### config.mk
export PLATFORM = sky130hd
export DESIGN_NAME = fabric_mxn
export DESIGN_NICKNAME = d
export VERILOG_FILES = /design/src/rtl/fabric_mxn.sv
export SDC_FILE = /design/constraint.sdc
export NUM_CORES = 1
export LEC_CHECK = 0
export CAP_MARGIN = 25
export CORE_AREA = 3 3 292 294
export CTS_BUF_LIST = sky130_fd_sc_hd__clkbuf_4
export DETAILED_ROUTE_END_ITERATION = 8
export DIE_AREA = 0 0 295 297
export GPL_TIMING_DRIVEN = 0
export MAX_ROUTING_LAYER = met4
export SKIP_CTS_REPAIR_TIMING = 1
export SYNTH_ARGS = -nofsm -noshare
export SYNTH_HDL_FRONTEND = slang
export SYNTH_SLANG_ARGS = --single-unit
### constraint.sdc
create_clock -name clk -period 3.75 [get_ports clk]
set_clock_uncertainty 0.1 [all_clocks]
set_input_delay 0.5625 -clock clk [delete_from_list [all_inputs] [get_ports clk]]
set_output_delay 0.5625 -clock clk [all_outputs]
set_load 0.05 [all_outputs]
### src/rtl/fabric_mxn.sv
// rtl/fabric_mxn.sv - M-master by N-port OCP crossbar with per-port round-robin arbitration
//
// Ports:
//   clk, nrst                       clock, asynchronous active-low reset
//   i_M_MAddr/MCmd/MData/MByteEn    per-master request, master k in slice k
//   o_M_SCmdAccept/SData/SResp      per-master accept and response
//   o_P_MAddr/MCmd/MData/MByteEn    per-port request toward the device
//   i_P_SCmdAccept/SData/SResp      per-port accept and response from the device
module fabric_mxn #(
    parameter int NMASTERS   = 2,
    parameter int NPORTS     = 5,
    parameter int ADDR_WIDTH = 32,
    parameter int DATA_WIDTH = 32,
    parameter int BEN_WIDTH  = 4,
    parameter int DEV_LSB    = 20,
    parameter int DEV_BITS   = 4
) (
    input  logic                           clk,
    input  logic                           nrst,
    input  logic [NMASTERS*ADDR_WIDTH-1:0] i_M_MAddr,
    input  logic [NMASTERS*3-1:0]          i_M_MCmd,
    input  logic [NMASTERS*DATA_WIDTH-1:0] i_M_MData,
    input  logic [NMASTERS*BEN_WIDTH-1:0]  i_M_MByteEn,
    output logic [NMASTERS-1:0]            o_M_SCmdAccept,
    output logic [NMASTERS*DATA_WIDTH-1:0] o_M_SData,
    output logic [NMASTERS*2-1:0]          o_M_SResp,
    output logic [NPORTS*ADDR_WIDTH-1:0]   o_P_MAddr,
    output logic [NPORTS*3-1:0]            o_P_MCmd,
    output logic [NPORTS*DATA_WIDTH-1:0]   o_P_MData,
    output logic [NPORTS*BEN_WIDTH-1:0]    o_P_MByteEn,
    input  logic [NPORTS-1:0]              i_P_SCmdAccept,
    input  logic [NPORTS*DATA_WIDTH-1:0]   i_P_SData,
    input  logic [NPORTS*2-1:0]            i_P_SResp
);

    localparam int MW = (NMASTERS > 1) ? $clog2(NMASTERS) : 1;
    localparam int IW = DEV_BITS + 1;
    localparam logic [2:0] CMD_IDLE  = 3'd0;
    localparam logic [1:0] RESP_NULL = 2'd0;
    localparam logic [1:0] RESP_ERR  = 2'd3;

    typedef enum logic {P_IDLE, P_BUSY} pstate_t;

    logic [IW-1:0]       dev_idx [NMASTERS];
    logic [NMASTERS-1:0] cmd_v, dec_err, m_busy, m_req, err_pend, err_nxt;

    pstate_t       state_q [NPORTS];
    pstate_t       state_d [NPORTS];
    logic [MW-1:0] owner_q [NPORTS];
    logic [MW-1:0] owner_d [NPORTS];
    logic [MW-1:0] ptr_q   [NPORTS];
    logic [MW-1:0] ptr_d   [NPORTS];
    logic [MW-1:0] gnt_m   [NPORTS];
    logic [MW-1:0] sel     [NPORTS];
    logic [NPORTS-1:0] acc_q, acc_d, rel_q, rel_d, gnt_v, drive;

    // Master-side decode. A master is busy while it owns a port or while its
    // decode-error response is pending, so it never has two transactions open.
    always_comb begin
        cmd_v   = '0;
        dec_err = '0;
        m_busy  = '0;
        m_req   = '0;
        err_nxt = '0;
        for (int k = 0; k < NMASTERS; k++) begin
            dev_idx[k] = '0;
            if (i_M_MAddr[k*ADDR_WIDTH + ADDR_WIDTH-1])
                dev_idx[k] = {1'b0, i_M_MAddr[k*ADDR_WIDTH + DEV_LSB +: DEV_BITS]} + IW'(1);
            cmd_v[k]   = nrst && (i_M_MCmd[k*3 +: 3] != CMD_IDLE);
            dec_err[k] = int'(dev_idx[k]) >= NPORTS;
            m_busy[k]  = err_pend[k];
            for (int p = 0; p < NPORTS; p++)
                if (state_q[p] == P_BUSY && int'(owner_q[p]) == k)
                    m_busy[k] = 1'b1;
            m_req[k]   = cmd_v[k] && !m_busy[k] && !dec_err[k];
            err_nxt[k] = cmd_v[k] && !m_busy[k] && dec_err[k];
        end
    end

    // Per-port arbitration and FSM next state. rel_q blocks a grant in the
    // cycle right after a release, giving the one-cycle bubble.
    always_comb begin
        int m;
        m     = 0;
        gnt_v = '0;
        drive = '0;
        acc_d = acc_q;
        rel_d = '0;
        for (int p = 0; p < NPORTS; p++) begin
            gnt_m[p]   = '0;
            state_d[p] = state_q[p];
            owner_d[p] = owner_q[p];
            ptr_d[p]   = ptr_q[p];
            if (state_q[p] == P_IDLE && !rel_q[p]) begin
                for (int i = 0; i < NMASTERS; i++) begin
                    m = int'(ptr_q[p]) + i;
                    if (m >= NMASTERS)
                        m = m - NMASTERS;
                    if (!gnt_v[p] && m_req[m] && int'(dev_idx[m]) == p) begin
                        gnt_v[p] = 1'b1;
                        gnt_m[p] = MW'(m);
                    end
                end
            end
            drive[p] = gnt_v[p] || (state_q[p] == P_BUSY && !acc_q[p]);
            sel[p]   = gnt_v[p] ? gnt_m[p] : owner_q[p];
            case (state_q[p])
                P_IDLE: begin
                    if (gnt_v[p]) begin
                        state_d[p] = P_BUSY;
                        owner_d[p] = gnt_m[p];
                        acc_d[p]   = i_P_SCmdAccept[p];
                    end
                end
                P_BUSY: begin
                    if (i_P_SResp[p*2 +: 2] != RESP_NULL) begin
                        state_d[p] = P_IDLE;
                        acc_d[p]   = 1'b0;
                        rel_d[p]   = 1'b1;
                        ptr_d[p]   = (int'(owner_q[p]) == NMASTERS-1) ? '0 : owner_q[p] + MW'(1);
                    end else if (drive[p] && i_P_SCmdAccept[p]) begin
                        acc_d[p] = 1'b1;
                    end
                end
                default: state_d[p] = P_IDLE;
            endcase
        end
    end

    // Zero-cycle forwarding of requests to ports and responses to owners.
    always_comb begin
        o_P_MAddr      = '0;
        o_P_MCmd       = '0;
        o_P_MData      = '0;
        o_P_MByteEn    = '0;
        o_M_SCmdAccept = err_nxt;
        o_M_SData      = '0;
        o_M_SResp      = '0;
        for (int k = 0; k < NMASTERS; k++)
            if (err_pend[k])
                o_M_SResp[k*2 +: 2] = RESP_ERR;
        for (int p = 0; p < NPORTS; p++) begin
            if (drive[p]) begin
                o_P_MAddr[p*ADDR_WIDTH +: ADDR_WIDTH]  = i_M_MAddr[int'(sel[p])*ADDR_WIDTH +: ADDR_WIDTH];
                o_P_MCmd[p*3 +: 3]                     = i_M_MCmd[int'(sel[p])*3 +: 3];
                o_P_MData[p*DATA_WIDTH +: DATA_WIDTH]  = i_M_MData[int'(sel[p])*DATA_WIDTH +: DATA_WIDTH];
                o_P_MByteEn[p*BEN_WIDTH +: BEN_WIDTH]  = i_M_MByteEn[int'(sel[p])*BEN_WIDTH +: BEN_WIDTH];
                o_M_SCmdAccept[sel[p]]                 = i_P_SCmdAccept[p];
            end
            if (state_q[p] == P_BUSY) begin
                o_M_SResp[int'(owner_q[p])*2 +: 2]                 = i_P_SResp[p*2 +: 2];
                o_M_SData[int'(owner_q[p])*DATA_WIDTH +: DATA_WIDTH] = i_P_SData[p*DATA_WIDTH +: DATA_WIDTH];
            end
        end
    end

    always_ff @(posedge clk or negedge nrst) begin
        if (!nrst) begin
            for (int p = 0; p < NPORTS; p++) begin
                state_q[p] <= P_IDLE;
                owner_q[p] <= '0;
                ptr_q[p]   <= '0;
            end
            acc_q    <= '0;
            rel_q    <= '0;
            err_pend <= '0;
        end else begin
            for (int p = 0; p < NPORTS; p++) begin
                state_q[p] <= state_d[p];
                owner_q[p] <= owner_d[p];
                ptr_q[p]   <= ptr_d[p];
            end
            acc_q    <= acc_d;
            rel_q    <= rel_d;
            err_pend <= err_nxt;
        end
    end

endmodule

==> run summary <==
- **outcome** finished, violations left
- **violations in the final reports** setup timing
- **Top Ports** 744
- **Layout Cells excl Fill** 3324
- **R2R Setup Slk** 0.93 ns
- **drt first pass iters** 6
- **final core area utilization** 21.3%
- **Max Buffers Root-to-Sink** 2
- **Worst R2R End** acc_q[3]$_DFFE_PN0P_
- **highest routed layer** met4
- **Hold Violations, Final** 0
- **TritonCTS clock tree** yes
- **first-pass GRT wire length** 119000 um
- **shortest clock period the worst path allows after layout** 4.23 ns
- **synthesized area per cell** 5.84 um2
- **number of buffers inserted by port buffering** 742
- **detailed route wirelength on metal3** 9310 um
- **via count of the first global-routing pass** 14.7k
- **detailed router's first-iteration violation count** 1195
- **worst skew pair latency** 0.35 ns
- **final wirelength** 91900 um
- **Net Count, Synth** 1758
- **worst slack, placed** -2.72 ns
- **Placed Instances** 3267
- **clock root cell** clkbuf_4
- **overall global routing resource usage** 19.4%
- **Synth async-reset ratio** 100%
- **met2 wire length** 44000 um
- **most common cell after layout, fill and taps aside** nand2_1
- **layout cells sized above 1** 31.0%
- **R2R Path Start** state_q[1]$_DFF_PN0_
- **required time of the critical path** 3.09 ns
- **floorplan die height** 297 um
- **count of standard-cell rows** 106
- **final weighted congestion of routability-driven global placement** 0.944
- **final setup violation count** 408
- **worst IR drop on VDD** 0.000266 V
- **DIE AREA** 0.0876 mm2
- **number of flip-flops and latches in the synthesized netlist** 27
- **post-synth cell types** 59
- **final worst-path setup slack** -0.477 ns
- **vias after detailed routing** 15.6k
- **beginning of the critical path** state_q[1]$_DFF_PN0_
- **number of pins with negative max-slew slack in the final report** 0
- **CP Class** flop to output pin
- **Synth Instances** 1437
- **cell area power density** 445 mW/mm2
- **vias per std cell** 4.70
- **dominant synthesized flop cell** dfrtp_1
- **warnings from Yosys** 0
- **worst-margin pin slew** 0.917 ns
- **ANT nets after route** 0
- **DRT met1 WL** 34800 um
- **final net count** 2550
- **die width** 295 um
- **post-route clock period utilization** 113%
- **htree depth** 1
- **drc violations** 0
- **pin count of the biggest net entering global routing** 20
- **cell depth of the worst flop-to-flop path** 11
- **number of antenna violations at the first check in global routing** 22
- **effective utilization at floorplan** 10.1%
- **commonest cells after routing, fill and taps aside** 376 x nand2_1, 332 x clkdlybuf4s50_1, 201 x a22o_1, 147 x clkbuf_2, 133 x a21oi_1
- **CP Launch Type** flop
- **number of max-capacitance violations reported** 0
- **worst relative slew slack** 38.7%
- **arrival time worst endpoint** 3.56 ns
- **crit end category** output pin
- **leakage dissipation** 8.18 nW
- **total CTS buffers** 3
- **area growth from synthesis to final layout** 111%
- **Placeable Area** 0.0832 mm2
- **overflow left after global routing** 0
- **largest fanout of any net on the critical path** 10
- **number of enable flip-flop cells after synthesis** 0
- **HPWL Detailed** 73100 um
- **highest achievable clock rate** 0.237 GHz
- **clock transition at the registers of the reported paths** 0.18 ns
- **register area share after synthesis** 8.06%
- **Netlist Area Pre-Place** 0.00839 mm2
- **Clock Sinks** 27
- **path category of the worst min-delay check** primary input to async pin
- **number of inserted filler cells in the final layout** 9542
- **WL/cell** 27.6 um
- **RSZ-0062 raised after global routing** yes
- **termination of the worst setup path** o_P_MData[93]
-- sequential cells by signal, indices dropped and copies added, names as in the netlist --
name / cells
owner_q: 5
acc_q: 5
state_q: 5
rel_q: 5
err_pend: 2
ptr_q: 5
-- cell families (layout without fill, tap and decap cells) --
kind of cell | count (synthesis) | in the layout | synth area share (%)
compound gates | 620 | 621 | 51.1
simple gates | 607 | 607 | 31.2
buf+inv | 174 | 964 | 8.59
flops | 27 | 27 | 8.06
mux | 4 | 4 | 0.537
xor+xnor | 3 | 3 | 0.313
fa+ha+maj | 2 | 2 | 0.298
other cells | 0 | 16 | 0
-- critical path: stages (launching register included) --
cell and delay [ns]:
dfrtp_2 0.46, and2_4 0.16, buf_6 0.12, or4_4 0.60, nor3_4 0.25, buf_4 0.16
buf_6 0.09, and3_4 0.17, and3b_2 0.20, o22ai_4 0.09, buf_12 0.19, buf_6 0.18
a22o_4 0.29, buf_4 0.20
-- worst min path at each step --
stage / startpoint / end / slack, ns / depth (start not counted)
floorplan: nrst / acc_q[0]$_DFFE_PN0P_ / 0.17 / 0
global placement: ptr_q[4]$_DFFE_PN0P_ / ptr_q[4]$_DFFE_PN0P_ / 0.36 / 2
detailed placement: ptr_q[4]$_DFFE_PN0P_ / ptr_q[4]$_DFFE_PN0P_ / 0.38 / 2
CTS: ptr_q[4]$_DFFE_PN0P_ / ptr_q[4]$_DFFE_PN0P_ / 0.41 / 2
global route: nrst / state_q[0]$_DFF_PN0_ / 0.04 / 2
finish: nrst / state_q[0]$_DFF_PN0_ / 0.04 / 2
-- synthesized netlist by cell type, drive strengths merged, types with 3 or more instances --
cell type | count | area [um2]
nand2 | 378 | 1420
a21oi | 223 | 1120
a22o | 214 | 1870
clkbuf | 109 | 409
nor2 | 92 | 345
o21ai | 84 | 420
nor3 | 74 | 382
a221oi | 65 | 569
buf | 53 | 267
dfrtp | 27 | 676
inv | 12 | 45.1
nand2b | 9 | 56.3
nor2b | 8 | 50.1
and2 | 7 | 46.3
nand4 | 7 | 43.8
and3 | 6 | 37.5
nor4 | 6 | 58.8
o221a | 5 | 56.3
mux2 | 4 | 45.0
nand3 | 4 | 20.0
o31ai | 4 | 30.0
a211oi | 3 | 22.5
a22oi | 3 | 22.5
nor4b | 3 | 32.5
-- layout make-up --
| type | count | area, um2 | area share, % |
|---|---|---|---|
| diodes | 16 | 40.0 | 0.226 |
| plain buffers | 156 | 968 | 5.47 |
| clock buffers | 3 | 22.5 | 0.127 |
| clock inverters | 1 | 7.51 | 0.0424 |
| inverters | 12 | 55.1 | 0.311 |
| multi-input cells | 1237 | 7780 | 43.9 |
| flip-flops and latches | 27 | 682 | 3.85 |
| well taps | 1080 | 1350 | 7.63 |
| repair buffers | 791 | 6800 | 38.4 |
| repair inverters | 1 | 5.00 | 0.0283 |
-- layer usage --
metal | vias up | GRT usage, %
li1 | 6945 | -
met3 | 152 | 6.01
met4 | 0 | 5.54
met5 | - | -
met1 | 7547 | 21.7
met2 | 980 | 33.2
-- through the flow --
stage | power (mW) | TNS, ns | area [um2] | hold slack, ns
after floorplan | 4.51 | -0.0468 | 8660 | 0.167
after global placement | 7.34 | -1214.47 | 17400 | 0.363
after detailed placement | 7.36 | -781.06 | 17600 | 0.377
after CTS | 7.52 | -814.72 | 17600 | 0.410
after global routing | 8.26 | -186.87 | 17700 | 0.0434
final | 7.88 | -137.22 | 17700 | 0.0443
-- where the power goes --
group / internal, mW / switching, mW / total (mW)
clock network: 0.0410 / 0.103 / 0.144
registers: 0.360 / 0.0976 / 0.458
logic: 2.17 / 5.11 / 7.28
(Power assumes the default switching activity.)
==> variant 1: new RTL, same flow settings <==
Put a register stage on the output `o_P_MByteEn`. The value now appears one clock later. The other outputs are not delayed to match.
--- a/src/rtl/fabric_mxn.sv
+++ b/src/rtl/fabric_mxn.sv
@@ -40,6 +40,8 @@
     localparam logic [1:0] RESP_ERR  = 2'd3;
 
     typedef enum logic {P_IDLE, P_BUSY} pstate_t;
+
+    logic [NPORTS*BEN_WIDTH-1:0] o_P_MByteEn_d;
 
     logic [IW-1:0]       dev_idx [NMASTERS];
     logic [NMASTERS-1:0] cmd_v, dec_err, m_busy, m_req, err_pend, err_nxt;
@@ -132,7 +134,7 @@
         o_P_MAddr      = '0;
         o_P_MCmd       = '0;
         o_P_MData      = '0;
-        o_P_MByteEn    = '0;
+        o_P_MByteEn_d  = '0;
         o_M_SCmdAccept = err_nxt;
         o_M_SData      = '0;
         o_M_SResp      = '0;
@@ -144,7 +146,7 @@
                 o_P_MAddr[p*ADDR_WIDTH +: ADDR_WIDTH]  = i_M_MAddr[int'(sel[p])*ADDR_WIDTH +: ADDR_WIDTH];
                 o_P_MCmd[p*3 +: 3]                     = i_M_MCmd[int'(sel[p])*3 +: 3];
                 o_P_MData[p*DATA_WIDTH +: DATA_WIDTH]  = i_M_MData[int'(sel[p])*DATA_WIDTH +: DATA_WIDTH];
-                o_P_MByteEn[p*BEN_WIDTH +: BEN_WIDTH]  = i_M_MByteEn[int'(sel[p])*BEN_WIDTH +: BEN_WIDTH];
+                o_P_MByteEn_d[p*BEN_WIDTH +: BEN_WIDTH]  = i_M_MByteEn[int'(sel[p])*BEN_WIDTH +: BEN_WIDTH];
                 o_M_SCmdAccept[sel[p]]                 = i_P_SCmdAccept[p];
             end
             if (state_q[p] == P_BUSY) begin
@@ -176,5 +178,9 @@
         end
     end
 
+    always_ff @(posedge clk) begin
+        o_P_MByteEn <= o_P_MByteEn_d;
+    end
+
 endmodule
 
Check against the original RTL: not settled (the Yosys comparison gave no result); the edit may change what the design does.
==> variant 1 against the unedited design <==
  * Fmax rose by 3.5%
  * Power rose by 20%
  * First-iteration DRC count rose by 8.6%
  * Worst hold slack improved by 0.38 ns
  * Die area did not move
  * Utilization rose by 2.2 points
  * The flow still finishes with violations (negative setup slack)
  * Via count rose by 6.2%
  * Critical path type unchanged
  * Routed wire length rose by 3.2%
  * Area after synthesis rose by 7.7%
  * Cell area rose by 11%
  * Sequential cell count rose by 20
  * Setup slack improved by 0.14 ns
  * Cell count rose by 5.2%
==> variant 1: results (changes against the unedited design) <==
critical_path:
  cp-endpoint: "o_P_MData[84]"  # was o_P_MData[93]
  slowest_delay_ns: 0.51  # was 0.60 ns
  arrival_ns: 3.42  # was 3.56 ns
  cp_max_fo: 7  # was 10
timing:
  setup_viol: 361  # was 408
  setup_ws_ns: -0.333  # was -0.477 ns
global_route:
  grt_pass1_vias: 15700  # was 14700
  antenna_found_initial: 17  # was 22
  gr-usage-all-layers_pct: 20.6  # was 19.4%
  grt_pass1_wl_mm: 125  # was 119 mm
logic_synthesis:
  ys_top_cells_by_count: "486 x nand2_1, 317 x a21oi_1, 142 x a22o_1"  # was 378 x nand2_1, 222 x a21oi_1, 214 x a22o_1
  yosysUniqueCellTypes: 63  # was 59
  synthArstFlopShare_pct: 57.4  # was 100%
  synth_nets: 1926  # was 1758
  synthAdderAreaFrac_pct: 0.277  # was 0.298%
  synthTopCellsByArea: "nand2_1 20%, a21oi_1 18%, a22o_1 14%, dfrtp_1 7.5%, a221oi_1 6.2%"  # was a22o_1 22%, nand2_1 17%, a21oi_1 13%, dfrtp_1 8.1%, a221oi_1 6.8%
placed_design:
  post-place-ws_ns: -2.54  # was -2.72 ns
  dp_hpwl_mm: 77.2  # was 73.1 mm
finish:
  finalNetCount: 2723  # was 2550
  clkCellAreaFrac_pct: 0.332  # was 0.170%
  buffers_excl_clock: 955  # was 947
  drive_above_1_share_pct: 29.9  # was 31.0%
status:
  outcome: "complete, but fails checks"  # unchanged
  violations: "negative setup slack"  # unchanged
pwr:
  ir_drop_mv: 0.245  # was 0.266 mV
clock_network:
  clk_pin_slew_ns: 0.23  # was 0.18 ns
  htreeDepth: 2  # was 1
route:
  first_iter_violations: 1298  # was 1195
variant 1: worst min path at each step:
stage                              start                    to  slack, ns  depth (start not counted)
floorplan                           nrst  acc_q[0]$_DFFE_PN0P_       0.17                          0
global route                        nrst  ptr_q[4]$_DFFE_PN0P_       0.44                          2
detailed placement  ptr_q[4]$_DFFE_PN0P_  ptr_q[4]$_DFFE_PN0P_       0.38                          2
finish              ptr_q[4]$_DFFE_PN0P_  ptr_q[4]$_DFFE_PN0P_       0.42                          2
CTS                                 nrst  ptr_q[4]$_DFFE_PN0P_       0.24                          1
global placement    ptr_q[4]$_DFFE_PN0P_  ptr_q[4]$_DFFE_PN0P_       0.37                          2
variant 1: per-layer routing:
metal / track usage [%] / share of wire [%] / vias up
met5: - / 0 / -
met4: 11.2 / 6.3 / 0
met3: 3.99 / 7.5 / 202
met2: 34.8 / 48 / 981
met1: 22.8 / 38 / 8024
li1: - / - / 7389
variant 1: report_power, final:
group	internal [mW]	switching, mW
logic	2.71	5.67
registers	0.600	0.0949
clock network	0.0800	0.272
==> variant 2: new RTL, config.mk and constraints unchanged <==
Made on the original files. `ADDR_WIDTH`: 32 -> 24.
--- a/src/rtl/fabric_mxn.sv
+++ b/src/rtl/fabric_mxn.sv
@@ -9,7 +9,7 @@
 module fabric_mxn #(
     parameter int NMASTERS   = 2,
     parameter int NPORTS     = 5,
-    parameter int ADDR_WIDTH = 32,
+    parameter int ADDR_WIDTH = 24,
     parameter int DATA_WIDTH = 32,
     parameter int BEN_WIDTH  = 4,
     parameter int DEV_LSB    = 20,
Ports: changed (resized i_M_MAddr and o_P_MAddr); port bits go from 744 to 688. No check against the original RTL was run, so the function may have changed too.
==> variant 2 against the unedited design <==
  * Register-to-register slack better by 0.53 ns
  * Routed wire length down 27%
  * Setup slack better by 0.54 ns
  * Sequential cell count down 6
  * Cell area down 12%
  * Area after synthesis down 20%
  * Global-route usage down 5.1 points
  * Cell count down 16%
Power is not compared: it rests on default switching activity, and its combinational part moved more than twofold at a synthesized area within 25%.
==> variant 2: results (changes against the unedited design) <==
finish:
  final_cells: 2797  # was 3324
  drive_above_1_share_pct: 16.6  # was 31.0%
  num_antenna_cells: 17  # was 16
  buffers_excl_clock: 832  # was 947
  finalNetCount: 2006  # was 2550
  fill_cells: 9545  # was 9542
  design_area_sq_mm: 0.0155  # was 0.0177 sq mm
  buf_share_pct: 50.4  # was 43.9%
  reg_top3: "acc_q x5, owner_q x5, state_q x5"
  multiInputGateArea_sq_mm: 0.00573  # was 0.00778 sq mm
  clkCellAreaFrac_pct: 0.193  # was 0.170%
  seq_share_pct: 3.40  # was 3.85%
  nNonClkInverters: 7  # was 13
  nMultiInputCombCells: 836  # was 1237
logic_synthesis:
  synthTopCellsByArea: "a22o_1 41%, a221oi_1 8.3%, dfrtp_1 7.8%, o21ai_0 6.1%, clkbuf_1 5.4%"  # was a22o_1 22%, nand2_1 17%, a21oi_1 13%, dfrtp_1 8.1%, a221oi_1 6.8%
  ys_top_cells_by_count: "318 x a22o_1, 97 x clkbuf_1, 88 x nor2_1"  # was 378 x nand2_1, 222 x a21oi_1, 214 x a22o_1
  synth-seq-area-share_pct: 7.79  # was 8.06%
  post_synth_instance_area_sq_mm: 0.00675  # was 0.00839 sq mm
  yosysUniqueCellTypes: 43  # was 59
route:
  wl_met1_mm: 27.1  # was 34.8 mm
  top_layer: "met4"  # unchanged
  route.met2.wl_mm: 31.2  # was 44.0 mm
  wl_per_cell_microns: 24.0  # was 27.6 microns
  met3WireLength_mm: 6.39  # was 9.31 mm
  drt-vias-per-instance: 4.39  # was 4.70
clock_network:
  cts_root_buf: "clkbuf_4"  # unchanged
  insertion_delay_ns: 0.33  # was 0.35 ns
  clk_pin_slew_ns: 0.15  # was 0.18 ns
placed_design:
  dp_hpwl_mm: 55.2  # was 73.1 mm
  gp_congestion: 0.913  # was 0.944
critical_path:
  r2r_start: "state_q[3]$_DFF_PN0_"  # was state_q[1]$_DFF_PN0_
  slowest_delay_ns: 0.85  # was 0.60 ns
  r2r_slack_ns: 1.46  # was 0.93 ns
  slowest_stage: "clkdlybuf4s50_1"  # was or4_4
  r2r-end: "acc_q[0]$_DFFE_PN0P_"  # was acc_q[3]$_DFFE_PN0P_
  arrival_ns: 3.02  # was 3.56 ns
  cp-endpoint: "o_M_SData[1]"  # was o_P_MData[93]
global_route:
  grt_max_degree: 21  # was 20
  antenna_found_initial: 19  # was 22
  grt_pass1_vias: 12000  # was 14700
  grt_pass1_wl_mm: 89.9  # was 119 mm
  gr-usage-all-layers_pct: 14.3  # was 19.4%
timing:
  max_slew_margin_pct: 52.5  # was 38.7%
pwr:
  p_comb_share_pct: 89.3
  comb-power_mw: 3.60
status:
  outcome: "finished, final reports clean"  # was complete, but fails checks
variant 2: worst register-to-register path: stages (launching register included):
cell	delay, ns
dfrtp_2	0.48
nor2b_1	0.15
buf_6	0.12
nor4_4	0.33
buf_4	0.16
nand3_1	0.11
nand2b_1	0.14
mux2_2	0.34
o221a_2	0.24
variant 2: routing by layer:
metal | track usage, % | vias to the layer above
met5 | - | -
met4 | 4.67 | 0
met3 | 3.54 | 109
met2 | 23.4 | 774
met1 | 17.2 | 5961
li1 | - | 5444
variant 2: kinds of logic after synthesis:
logic type / synth area share [%]
adders and majority gates: 0.371
muxes: 0.612
AOI/OAI and AO/OA: 63.7
DFF: 7.79
buffers and inverters: 9.27
and+or+nand+nor: 18.2
variant 2: per-stage QoR:
stage	worst slack [ns]	hold WS, ns
final	0.0649	0.0800
after global routing	-0.0745	0.0696
after CTS	-1.90	0.390
after detailed placement	-1.89	0.380
after global placement	-2.02	0.365
after floorplan	0.263	0.167
